**src/rtl/linear_network_gather_seq_if.sv**
```systemverilog
// ---------------------------------------------------------------------------
// linear_network_gather_seq_if
//   Bundle of the injection side and the single output side of the gather
//   chain.
//
//   Handshake: node k's word is transferred at a rising edge when
//   i_valid[k] and o_ready[k] are both high at that edge. While i_valid[k] is
//   high and o_ready[k] is low, the node holds i_valid[k] and its data slice
//   unchanged. The output side has no ready: o_valid/o_data_bus/o_src are
//   presented for exactly one enabled cycle and the consumer must take them.
//
//   Signals:
//     i_valid    [NUM_NODE]             per-node inject request
//     i_data_bus [NUM_NODE*DATA_WIDTH]  node k word at [k*DATA_WIDTH +: DATA_WIDTH]
//     o_ready    [NUM_NODE]             per-node accept (combinational)
//     i_en       [1]                    chain enable, low freezes everything
//     o_valid    [1]                    output word valid
//     o_data_bus [DATA_WIDTH]           output word
//     o_src      [SRC_WIDTH]            source node of the output word
//
//   Modports: master = node/consumer side (drives inputs),
//             slave  = the chain itself.
// ---------------------------------------------------------------------------
interface linear_network_gather_seq_if #(
    parameter int DATA_WIDTH = 32,
    parameter int NUM_NODE   = 4,
    parameter int SRC_WIDTH  = $clog2(NUM_NODE)
);
    logic [NUM_NODE-1:0]            i_valid;
    logic [NUM_NODE*DATA_WIDTH-1:0] i_data_bus;
    logic [NUM_NODE-1:0]            o_ready;
    logic                           i_en;
    logic                           o_valid;
    logic [DATA_WIDTH-1:0]          o_data_bus;
    logic [SRC_WIDTH-1:0]           o_src;

    modport master (
        output i_valid, i_data_bus, i_en,
        input  o_ready, o_valid, o_data_bus, o_src
    );

    modport slave (
        input  i_valid, i_data_bus, i_en,
        output o_ready, o_valid, o_data_bus, o_src
    );
endinterface

```
**src/rtl/linear_network_gather_seq.sv**
```systemverilog
// ---------------------------------------------------------------------------
// linear_network_gather_seq
//   Many-to-one linear collection chain. NUM_NODE stages, each holding a
//   {valid, data, src} triple. Words shift one stage toward node 0 per enabled
//   cycle and leave through stage 0 tagged with their source node. Traffic
//   already in the chain has fixed priority over local injection, so a node
//   can only inject when the stage above it is empty.
//
//   Ports:
//     clk  - clock
//     rst  - synchronous active-high reset, overrides everything
//     bus  - linear_network_gather_seq_if.slave (inject side + output side)
//
//   NUM_NODE must be at least 2.
// ---------------------------------------------------------------------------
module linear_network_gather_seq #(
    parameter int DATA_WIDTH = 32,
    parameter int NUM_NODE   = 4,
    parameter int SRC_WIDTH  = $clog2(NUM_NODE)
) (
    input  logic clk,
    input  logic rst,
    linear_network_gather_seq_if.slave bus
);

    logic [NUM_NODE-1:0]   v_q, v_d;
    logic [DATA_WIDTH-1:0] d_q [NUM_NODE];
    logic [DATA_WIDTH-1:0] d_d [NUM_NODE];
    logic [SRC_WIDTH-1:0]  s_q [NUM_NODE];
    logic [SRC_WIDTH-1:0]  s_d [NUM_NODE];
    logic [NUM_NODE-1:0]   ready_w;

    // A node is accepted only when the stage above it is empty; the top node
    // has nothing above it. Ready is forced low in reset and while frozen.
    always_comb begin
        ready_w = '0;
        for (int k = 0; k < NUM_NODE - 1; k++) begin
            ready_w[k] = ~rst & bus.i_en & ~v_q[k+1];
        end
        ready_w[NUM_NODE-1] = ~rst & bus.i_en;
    end

    // Stage next-state: pass-through beats inject beats bubble. Bubbles carry
    // all-zero data and source so an idle output reads as zero.
    always_comb begin
        v_d = v_q;
        d_d = d_q;
        s_d = s_q;
        if (bus.i_en) begin
            for (int k = 0; k < NUM_NODE - 1; k++) begin
                if (v_q[k+1]) begin
                    v_d[k] = 1'b1;
                    d_d[k] = d_q[k+1];
                    s_d[k] = s_q[k+1];
                end else if (bus.i_valid[k]) begin
                    v_d[k] = 1'b1;
                    d_d[k] = bus.i_data_bus[k*DATA_WIDTH +: DATA_WIDTH];
                    s_d[k] = SRC_WIDTH'(k);
                end else begin
                    v_d[k] = 1'b0;
                    d_d[k] = '0;
                    s_d[k] = '0;
                end
            end
            if (bus.i_valid[NUM_NODE-1]) begin
                v_d[NUM_NODE-1] = 1'b1;
                d_d[NUM_NODE-1] = bus.i_data_bus[(NUM_NODE-1)*DATA_WIDTH +: DATA_WIDTH];
                s_d[NUM_NODE-1] = SRC_WIDTH'(NUM_NODE - 1);
            end else begin
                v_d[NUM_NODE-1] = 1'b0;
                d_d[NUM_NODE-1] = '0;
                s_d[NUM_NODE-1] = '0;
            end
        end
    end

    always_ff @(posedge clk) begin
        if (rst) begin
            v_q <= '0;
            for (int k = 0; k < NUM_NODE; k++) begin
                d_q[k] <= '0;
                s_q[k] <= '0;
            end
        end else begin
            v_q <= v_d;
            d_q <= d_d;
            s_q <= s_d;
        end
    end

    assign bus.o_ready    = ready_w;
    assign bus.o_valid    = v_q[0];
    assign bus.o_data_bus = d_q[0];
    assign bus.o_src      = s_q[0];

endmodule

```
**src/flat_wrapper.sv**
```systemverilog
// flat-port wrapper written by rule: the top's interface ports become plain ports
module linear_network_gather_seq_flat 
#(
    parameter int DATA_WIDTH = 32,
    parameter int NUM_NODE   = 4,
    parameter int SRC_WIDTH  = $clog2(NUM_NODE)
)
  (clk, rst, bus_i_valid, bus_i_data_bus, bus_i_en, bus_o_ready, bus_o_valid, bus_o_data_bus, bus_o_src);
  linear_network_gather_seq_if #(.DATA_WIDTH(DATA_WIDTH), .NUM_NODE(NUM_NODE), .SRC_WIDTH(SRC_WIDTH)) bus_i ();
  input  logic clk;
  input  logic rst;
  input wire logic [$bits(bus_i.i_valid)-1:0] bus_i_valid;
  input wire logic [$bits(bus_i.i_data_bus)-1:0] bus_i_data_bus;
  input wire logic [$bits(bus_i.i_en)-1:0] bus_i_en;
  output wire logic [$bits(bus_i.o_ready)-1:0] bus_o_ready;
  output wire logic [$bits(bus_i.o_valid)-1:0] bus_o_valid;
  output wire logic [$bits(bus_i.o_data_bus)-1:0] bus_o_data_bus;
  output wire logic [$bits(bus_i.o_src)-1:0] bus_o_src;
  assign bus_i.i_valid = bus_i_valid;
  assign bus_i.i_data_bus = bus_i_data_bus;
  assign bus_i.i_en = bus_i_en;
  assign bus_o_ready = bus_i.o_ready;
  assign bus_o_valid = bus_i.o_valid;
  assign bus_o_data_bus = bus_i.o_data_bus;
  assign bus_o_src = bus_i.o_src;
  linear_network_gather_seq #(.DATA_WIDTH(DATA_WIDTH), .NUM_NODE(NUM_NODE), .SRC_WIDTH(SRC_WIDTH)) u_core (.clk(clk), .rst(rst), .bus(bus_i));
endmodule
```
**config.mk**
```make
export PLATFORM = sky130hd
export DESIGN_NAME = linear_network_gather_seq_flat
export DESIGN_NICKNAME = d
export VERILOG_FILES = /design/src/rtl/linear_network_gather_seq_if.sv /design/src/rtl/linear_network_gather_seq.sv /design/src/flat_wrapper.sv
export SDC_FILE = /design/constraint.sdc
export NUM_CORES = 1
export LEC_CHECK = 0
export CAP_MARGIN = 20
export CORE_ASPECT_RATIO = 2
export CORE_MARGIN = 2
export CORE_UTILIZATION = 48
export DETAILED_ROUTE_END_ITERATION = 8
export PLACE_DENSITY = 0.86
export REMOVE_ABC_BUFFERS = 1
export SYNTH_ARGS = -nofsm -noshare
export SYNTH_HDL_FRONTEND = slang
export SYNTH_SLANG_ARGS = --single-unit
export TNS_END_PERCENT = 5
```
**constraint.sdc**
```tcl
create_clock -name clk -period 1.65 [get_ports clk]
set_clock_uncertainty 0.15 [all_clocks]
set_input_delay 0.33 -clock clk [delete_from_list [all_inputs] [get_ports clk]]
set_output_delay 0.33 -clock clk [all_outputs]
set_load 0.01 [all_outputs]
```
# Yosys cells after proc, flatten, opt, wreduce, memory -nomap -nowiden
# Cells that the tools add are included.
# classes
n_mux,20
n_bitwise,8
# ops
cell,n
2-to-1 mux 32 bit,7
2-to-1 mux 2 bit,5
2-to-1 mux 1 bit,8
bitwise AND 1 bit,4
NOT 1 bit,4
# word_totals
register_bits,140
word_cells,37
input_bits,135

# Depth between registers and ports, before layout
# Gate-level depths: netlist of run 1.
# logic_depth
depth_word,3
ltp_mapped,5
depth_no_buf,2

# Worst setup path after synthesis of run 1
# No wires, ideal clock.
# synth_path
path_kind,input -> output
start,input rst
end,output bus_o_ready[0]
required_ps,1170
slack_ps,163
cell_stages,4
arrival_ps,1007
cell_sequence,buf_2 > buf_2 > nand2b_1 > nor2_1
# synth_between
elab_chain_cells,3
# synth_lines
item,line,rtl
"start, declared",flat_wrapper.sv:11,input logic rst;
NOT 1 bit,linear_network_gather_seq.sv:38,ready_w[k] = ~rst & bus.i_en & ~v_q[k+1];
bitwise AND 1 bit (2 in series),linear_network_gather_seq.sv:38,
"end, declared",flat_wrapper.sv:15,output wire logic [$bits(bus_i.o_ready)-1:0] bus_o_ready;
# Every way passes these cells.

==> summary.md, run 1 <==
| Metric | Value |
|---|---|
| Status | `finished clean` |
| Worst-margin pin slew | `600.1 ps` |
| Setup TNS | `0 ps` |
| Rows | `57` |
| Worst r2r src | `u_core.s_q[0]` |
| First-pass GRT wire length | `26280 um` |
| Initial antenna violation count | `3` |
| Slowest stage delay, CP | `340 ps` |
| Asr flop ratio synth | `0%` |
| Clk_lat worst skew | `410 ps` |
| CTS tree | `built` |
| # nets final | `873` |
| Pre-CTS WS | `-200.8 ps` |
| Post-CTS Repair Setup Buffers | `0` |
| Hold_sp | `rst` |
| Fin crit period | `1590 ps` |
| Area contributors post-synth | `dfxtp_1 46%, a221o_1 11%, nor3b_1 8.1%, a311oi_1 4.7%, buf_4 4.5%` |
| Hold Path Sink | `u_core.bus.o_src[1]` |
| Relative max-transition margin | `59.99%` |
| Sw Pwr | `1.919 mW` |
| Die Span X | `82.83 um` |
| DRC | `0` |
| Worst Reg2Reg Path Length in Cells | `4` |
| Hold Worst Slack | `160.8 ps` |
| Number of synthesized flops with an enable pin | `0` |
| Maxcap violations | `0` |
| Pre-antenna DRT Iters | `4` |
| Worst VDD drop | `0.9161 mV` |
| Combinational power share | `11.7%` |
| Sw Ratio | `22.03%` |
| Cell count after synthesis | `625` |
| Top post-synthesis cells by count | `137 x dfxtp_1, 64 x a221o_1, 64 x nor3b_1` |
| Total Power | `8.714 mW` |
| IO Pins | `174` |
| Vias per cell | `5.901` |
| H-tree depth | `4` |
| Reg2Reg Setup Slack | `130 ps` |
| Fillcell total | `981` |
| Area of the die | `13390 um^2` |
| Top-count cell post-synth | `dfxtp_1` |
| Ys flop type | `dfxtp_1` |
| CP cell instances | `nor2_1 -> clkdlybuf4s15_1` |
| Leading area contributor after synthesis | `dfxtp_1` |
| Worst R2R End | `u_core.d_q[32]` |
| Layout cells sized above 1 | `8.655%` |
| Setup CP Type | `reg2out` |
| Vias in the first global route | `5349` |
| Clock buffer depth | `2` |
| CP startpoint kind | `flop` |
| Final Cell Area | `8120 um^2` |
| Leak | `3.029 nW` |
| Setup ws final | `60.18 ps` |
| Synth top area share | `45.97%` |
| Total GRT Usage | `24.47%` |
| Largest net degree at the start of global routing | `108` |
| Post-layout util | `66.98%` |
| GR Overflow Total | `0` |
| RSZ-0062 raised after global routing | `no` |
| Clk pwr share | `47.6%` |
| Placeable Area | `12120 um^2` |
| Flop pwr share | `40.8%` |
| Crit. End Element | `output port` |
| Buf+Inv Stages, Crit Path | `1` |
| Power density over the cells | `1073 nW/um^2` |
| Placed inst area | `7507 um^2` |
| F_max | `629.0 MHz` |
| Clock buffer count from CTS | `17` |
| CTS root buf | `clkbuf_16` |
| Reg clk slew, reported paths | `50 ps` |
| Post-DR wirelength/cell | `18.59 um` |
| P&R area growth vs syn | `36.12%` |
| Total clock sinks | `137` |
| Final period util | `96.35%` |
| Maximum fanout along the worst path | `2` |
| Dpl hpwl | `11470 um` |
| Worst hold path depth | `3` |
| Crit path DAT | `1110 ps` |
| Non-filler cells, final | `901` |
| GP Congestion | `0.8413` |
| Routed vias | `5317` |
| Slowest CP cell | `dfxtp_1` |
| Die Y | `161.7 um` |
| Avg Inst Size Synth | `9.545 um^2` |
| Routed WL | `16750 um` |
| Synth Cell Area | `5966 um^2` |
| Crit path max-delay family | `flip-flops` |
| Final setup viols | `0` |
| Dpl cells | `866` |
| Slew Viols, Final | `0` |
| Post-DRT Antenna Nets | `0` |
| HP Class | `in2reg` |
| Int Power | `6.794 mW` |
| Worst path required time | `1170 ps` |
| Port buffer count | `173` |
| Final hold vios | `0` |
| Number of distinct standard cells referenced by the synthesized netlist | `21` |
| Initial Utilization | `49.21%` |
| Register bit total from synthesis | `137` |
| Sequential share of the synthesized area | `45.97%` |
| Synth warn | `0` |
| Initial DRC count | `309` |
==> sequential cells by signal (all words and copies together), names as in the netlist <==
name                   cells
u_core.bus.o_data_bus     32
u_core.s_q                 4
u_core.v_q                 3
u_core.d_q                96
u_core.bus.o_src           2
==> cell families (layout without fill, tap and decap cells) <==
family | after synthesis | count (layout) | share of synthesized area, %
AND/OR/NAND/NOR | 246 | 246 | 24.08
other | 0 | 3 | 0
multiplexers | 4 | 4 | 0.6712
buffers and inverters | 104 | 230 | 10.49
AO/OA/AOI/OAI | 134 | 134 | 18.79
flip-flops | 137 | 137 | 45.97
==> what timing repair did <==
action,4_1_cts,5_1_grt
gates resized for setup,41,5
setup endpoints to repair,39,3
cloned,0,0
hold buffers,0,0
==> worst min-delay path, cell delays in order <==
cell and delay [ps]:
buf_4 80, buf_4 190, a21oi_1 60
==> worst max-delay path by stage <==
stage                  start        endpoint  cells after the start
6_report       u_core.s_q[0]  bus_o_ready[2]                      2
5_1_grt        u_core.s_q[0]  bus_o_ready[2]                      2
4_1_cts        u_core.s_q[0]  bus_o_ready[2]                      2
3_5_place_dp             rst  bus_o_ready[3]                      5
3_3_place_gp             rst  bus_o_ready[3]                      5
2_1_floorplan  u_core.v_q[2]  u_core.d_q[64]                      2
==> final cells by class <==
type,count,area (um^2),area share [%]
antenna,3,7.507,0.09245
inverter,1,3.754,0.04622
sequential,137,2745,33.81
tap,147,183.9,2.265
timing repair buffer,197,1893,23.31
clock buffer,20,456.7,5.624
multi-input combinational,384,2635,32.45
clock inverter,12,195.2,2.404
==> layer usage <==
| metal | up-vias | wire [um] | global-route usage (%) |
|---|---|---|---|
| li1 | 2494 | - | - |
| met1 | 2562 | 5976 | 24.54 |
| met2 | 203 | 9031 | 44.24 |
| met3 | 58 | 773 | 5.386 |
| met4 | 0 | 968 | 16.92 |
| met5 | - | 0 | 0 |
==> placed cells by master (no fill, tap or decap), drive strengths merged, types with 2 or more instances in the layout <==
master	count
a211oi	4
a21oi	34
a221o	64
a311oi	32
and3b	2
buf	26
bufinv	5
clkbuf	22
clkdlybuf4s50	132
clkinv	5
dfxtp	137
diode	3
dlygate4sd2	36
inv	2
mux2i	4
nand2	32
nand2b	35
nand3	34
nand3b	32
nor2	45
nor3b	64
nor4bb	2
==> power groups by stage <==
stage | combinational (mW) | clock, mW | sequential [mW]
3_5_place_dp | 1.05 | 0 | 3.62
3_3_place_gp | 1.02 | 0 | 3.61
4_1_cts | 1.02 | 4.20 | 3.55
5_1_grt | 1.09 | 4.35 | 3.57
6_report | 1.02 | 4.14 | 3.55
2_1_floorplan | 0.281 | 0 | 3.65
(Power assumes the default switching activity.)
==> inputs of run 2 (changes only) <==
Settings changed: CORE_UTILIZATION 48 to 26, PLACE_DENSITY 0.86 to 0.54.
Clock period 1.65 ns to 1.87 ns, I/O delays scaled along.
==> summary.md, run 2 (synthesis results as in run 1) <==
| Metric | Value |
|---|---|
| Status | `finished clean (unchanged)` |
| Maximum fanout along the worst path | `2 (unchanged)` |
| H-tree depth | `4 (unchanged)` |
| Buf+Inv Stages, Crit Path | `1 (unchanged)` |
| Hold Path Sink | `u_core.v_q[1] (was u_core.bus.o_src[1])` |
| Port buffer count | `173 (unchanged)` |
| First-pass GRT wire length | `28490 um (was 26280 um)` |
| Rows | `78 (was 57)` |
| Total clock sinks | `137 (unchanged)` |
| Total GRT Usage | `15.27% (was 24.47%)` |
| Setup CP Type | `reg2out (unchanged)` |
| Maxcap violations | `0 (unchanged)` |
| Non-filler cells, final | `1031 (was 901)` |
| Final hold vios | `0 (unchanged)` |
| GP Congestion | `0.7509 (was 0.8413)` |
| Vias in the first global route | `5030 (was 5349)` |
| Hold Worst Slack | `199.8 ps (was 160.8 ps)` |
| CTS root buf | `clkbuf_16 (unchanged)` |
| Commonest non-fill, non-tap cell in the layout | `clkdlybuf4s50_1 (was dfxtp_1)` |
| F_max | `549.5 MHz` |
| DRC | `0 (unchanged)` |
| Clock buffer count from CTS | `17 (unchanged)` |
| Slew Viols, Final | `0 (unchanged)` |
| Clock buffer depth | `2 (unchanged)` |
| Total Power | `7.812 mW (was 8.714 mW)` |
| Final Cell Area | `8381 um^2 (was 8120 um^2)` |
| HP Class | `in2reg (unchanged)` |
| Crit path DAT | `1300 ps (was 1110 ps)` |
| Initial antenna violation count | `5 (was 3)` |
| Relative max-transition margin | `59.79% (was 59.99%)` |
| Dpl cells | `994 (was 866)` |
| IO Pins | `174 (unchanged)` |
| Worst VDD drop | `0.4897 mV (was 0.9161 mV)` |
| Hold_sp | `bus_i_en (was rst)` |
| Fillcell total | `2287 (was 981)` |
| Routed vias | `5104 (was 5317)` |
| CTS Hold Bufs | `0 (unchanged)` |
| Dpl hpwl | `12320 um (was 11470 um)` |
| Worst path required time | `1350 ps (was 1170 ps)` |
| Setup TNS | `0 ps (unchanged)` |
| Placed inst area | `7691 um^2 (was 7507 um^2)` |
| P&R area growth vs syn | `40.48% (was 36.12%)` |
| Crit. End Element | `output port (unchanged)` |
| Initial DRC count | `323 (was 309)` |
| Reg2Reg Setup Slack | `360 ps (was 130 ps)` |
| Slowest stage delay, CP | `540 ps (was 340 ps)` |
| Worst hold path depth | `3 (unchanged)` |
| Post-DRT Antenna Nets | `0 (unchanged)` |
| Max FFs per register | `96 (unchanged)` |
| # nets final | `868 (was 873)` |
| Worst r2r src | `u_core.v_q[2] (was u_core.s_q[0])` |
| FF/Latch Area | `2745 um^2 (unchanged)` |
| Reg clk slew, reported paths | `60 ps (was 50 ps)` |
| Routed WL | `18760 um (was 16750 um)` |
| Area of the die | `24250 um^2 (was 13390 um^2)` |
| Area occupied by multi-input gates | `2630 um^2 (was 2635 um^2)` |
| CP startpoint kind | `flop (unchanged)` |
| Largest net degree at the start of global routing | `147 (was 108)` |
| RSZ-0062 raised after global routing | `no (unchanged)` |
| Slowest CP cell | `clkdlybuf4s50_1 (was dfxtp_1)` |
| Initial Utilization | `26.35% (was 49.21%)` |
| Clk_lat worst skew | `420 ps (was 410 ps)` |
| Worst R2R End | `u_core.d_q[78] (was u_core.d_q[32])` |
| Power density over the cells | `932.1 nW/um^2 (was 1073 nW/um^2)` |
| Vias per cell | `4.951 (was 5.901)` |
| Die Y | `218.2 um (was 161.7 um)` |
| Placeable Area | `22640 um^2 (was 12120 um^2)` |
| GR Overflow Total | `0 (unchanged)` |
| Crit path max-delay family | `buffers and inverters (was flip-flops)` |
| Layout cells sized above 1 | `8.311% (was 8.655%)` |
| CP cell instances | `clkdlybuf4s50_1 (was nor2_1 -> clkdlybuf4s15_1)` |
| Fin crit period | `1820 ps` |
| Pre-antenna DRT Iters | `5 (was 4)` |
| Most frequent cells in the layout | `141 x clkdlybuf4s50_1, 135 x dfxtp_1, 64 x nor3b_1, 64 x a221o_1, 45 x nor2_1 (was 135 x dfxtp_1, 132 x clkdlybuf4s50_1, 64 x nor3b_1, 64 x a221o_1, 45 x nor2_1)` |
| Post-DR wirelength/cell | `18.19 um (was 18.59 um)` |
| Final period util | `97.32%` |
| Die Span X | `111.1 um (was 82.83 um)` |
| Worst Reg2Reg Path Length in Cells | `4 (unchanged)` |
| Leak | `3.130 nW (was 3.029 nW)` |
| Biggest register | `u_core.d_q (unchanged)` |
| CTS tree | `built (unchanged)` |
| Final setup viols | `0 (unchanged)` |
| Worst-margin pin slew | `603.2 ps (was 600.1 ps)` |
## run 2: changes by cell type in the layout (fill, tap and decap cells not counted), sizes merged
cell / before / now
dlygate4sd2: 36 / 15
dlymetal6s2s: 0 / 13
clkdlybuf4s50: 132 / 141
buf: 26 / 23
clkinvlp: 1 / 4
clkbuf: 22 / 20
clkinv: 5 / 3
diode: 3 / 5
clkdlybuf4s15: 1 / 0
inv: 2 / 1
## run 2: how the worst max path moves through the flow
stage,startpoint,to,slack [ps],cells past startpoint
2_1_floorplan,rst,u_core.d_q[32],-1460,2
3_3_place_gp,rst,bus_o_ready[2],-9,4
3_5_place_dp,rst,bus_o_ready[1],-30,4
4_1_cts,u_core.bus.o_data_bus[19],bus_o_data_bus[19],0.3,1
5_1_grt,u_core.bus.o_data_bus[14],bus_o_data_bus[14],0.7,1
6_report,u_core.bus.o_data_bus[22],bus_o_data_bus[22],50,1
## run 2: final cells by class
class                           count  share of cell area [%]
Multi-Input combinational cell    384                   31.38
Clock inverter                     12                   2.329
Timing Repair Buffer              192                   23.59
Antenna cell                        5                  0.1493
Inverter                            1                 0.04479
Tap cell                          280                   4.180
Sequential cell                   137                   32.76
Clock buffer                       20                   5.569
## run 2: layer usage
layer	routed length, um	global-route usage [%]	share of wire (%)
met5	0	0	0
met4	673	8.683	3.6
met3	551	3.106	2.9
met2	10280	27.79	55
met1	7249	16.28	39
## run 2: per-stage QoR
step	setup WS [ps]	util (%)
detailed placement	-25.56	33.97
CTS	0.2854	36.81
finish	50.12	37.01
floorplan	-1463	-
global route	0.7306	37.01
global placement	-9.029	33.97
## run 2: power by group
group          total (mW)  internal, mW  switching, mW
Clock                3.76          2.46           1.29
Combinational       0.924         0.520          0.404
Sequential           3.13          3.06         0.0714
Total                7.81          6.05           1.77
## run 2: timing repair
action / 4_1_cts / 5_1_grt
setup endpoints to repair: 15 / 13
pin swaps: 0 / 0
hold endpoints to repair: 0 / 0
cloned: 0 / 0
setup buffers: 0 / 0
gates resized for setup: 16 / 13
==> inputs of run 3 (changes only) <==
Settings changed: GPL_TIMING_DRIVEN set to 1.
==> results of run 3 <==
No change in the layout: final DEF, timing and power equal those of run 2.
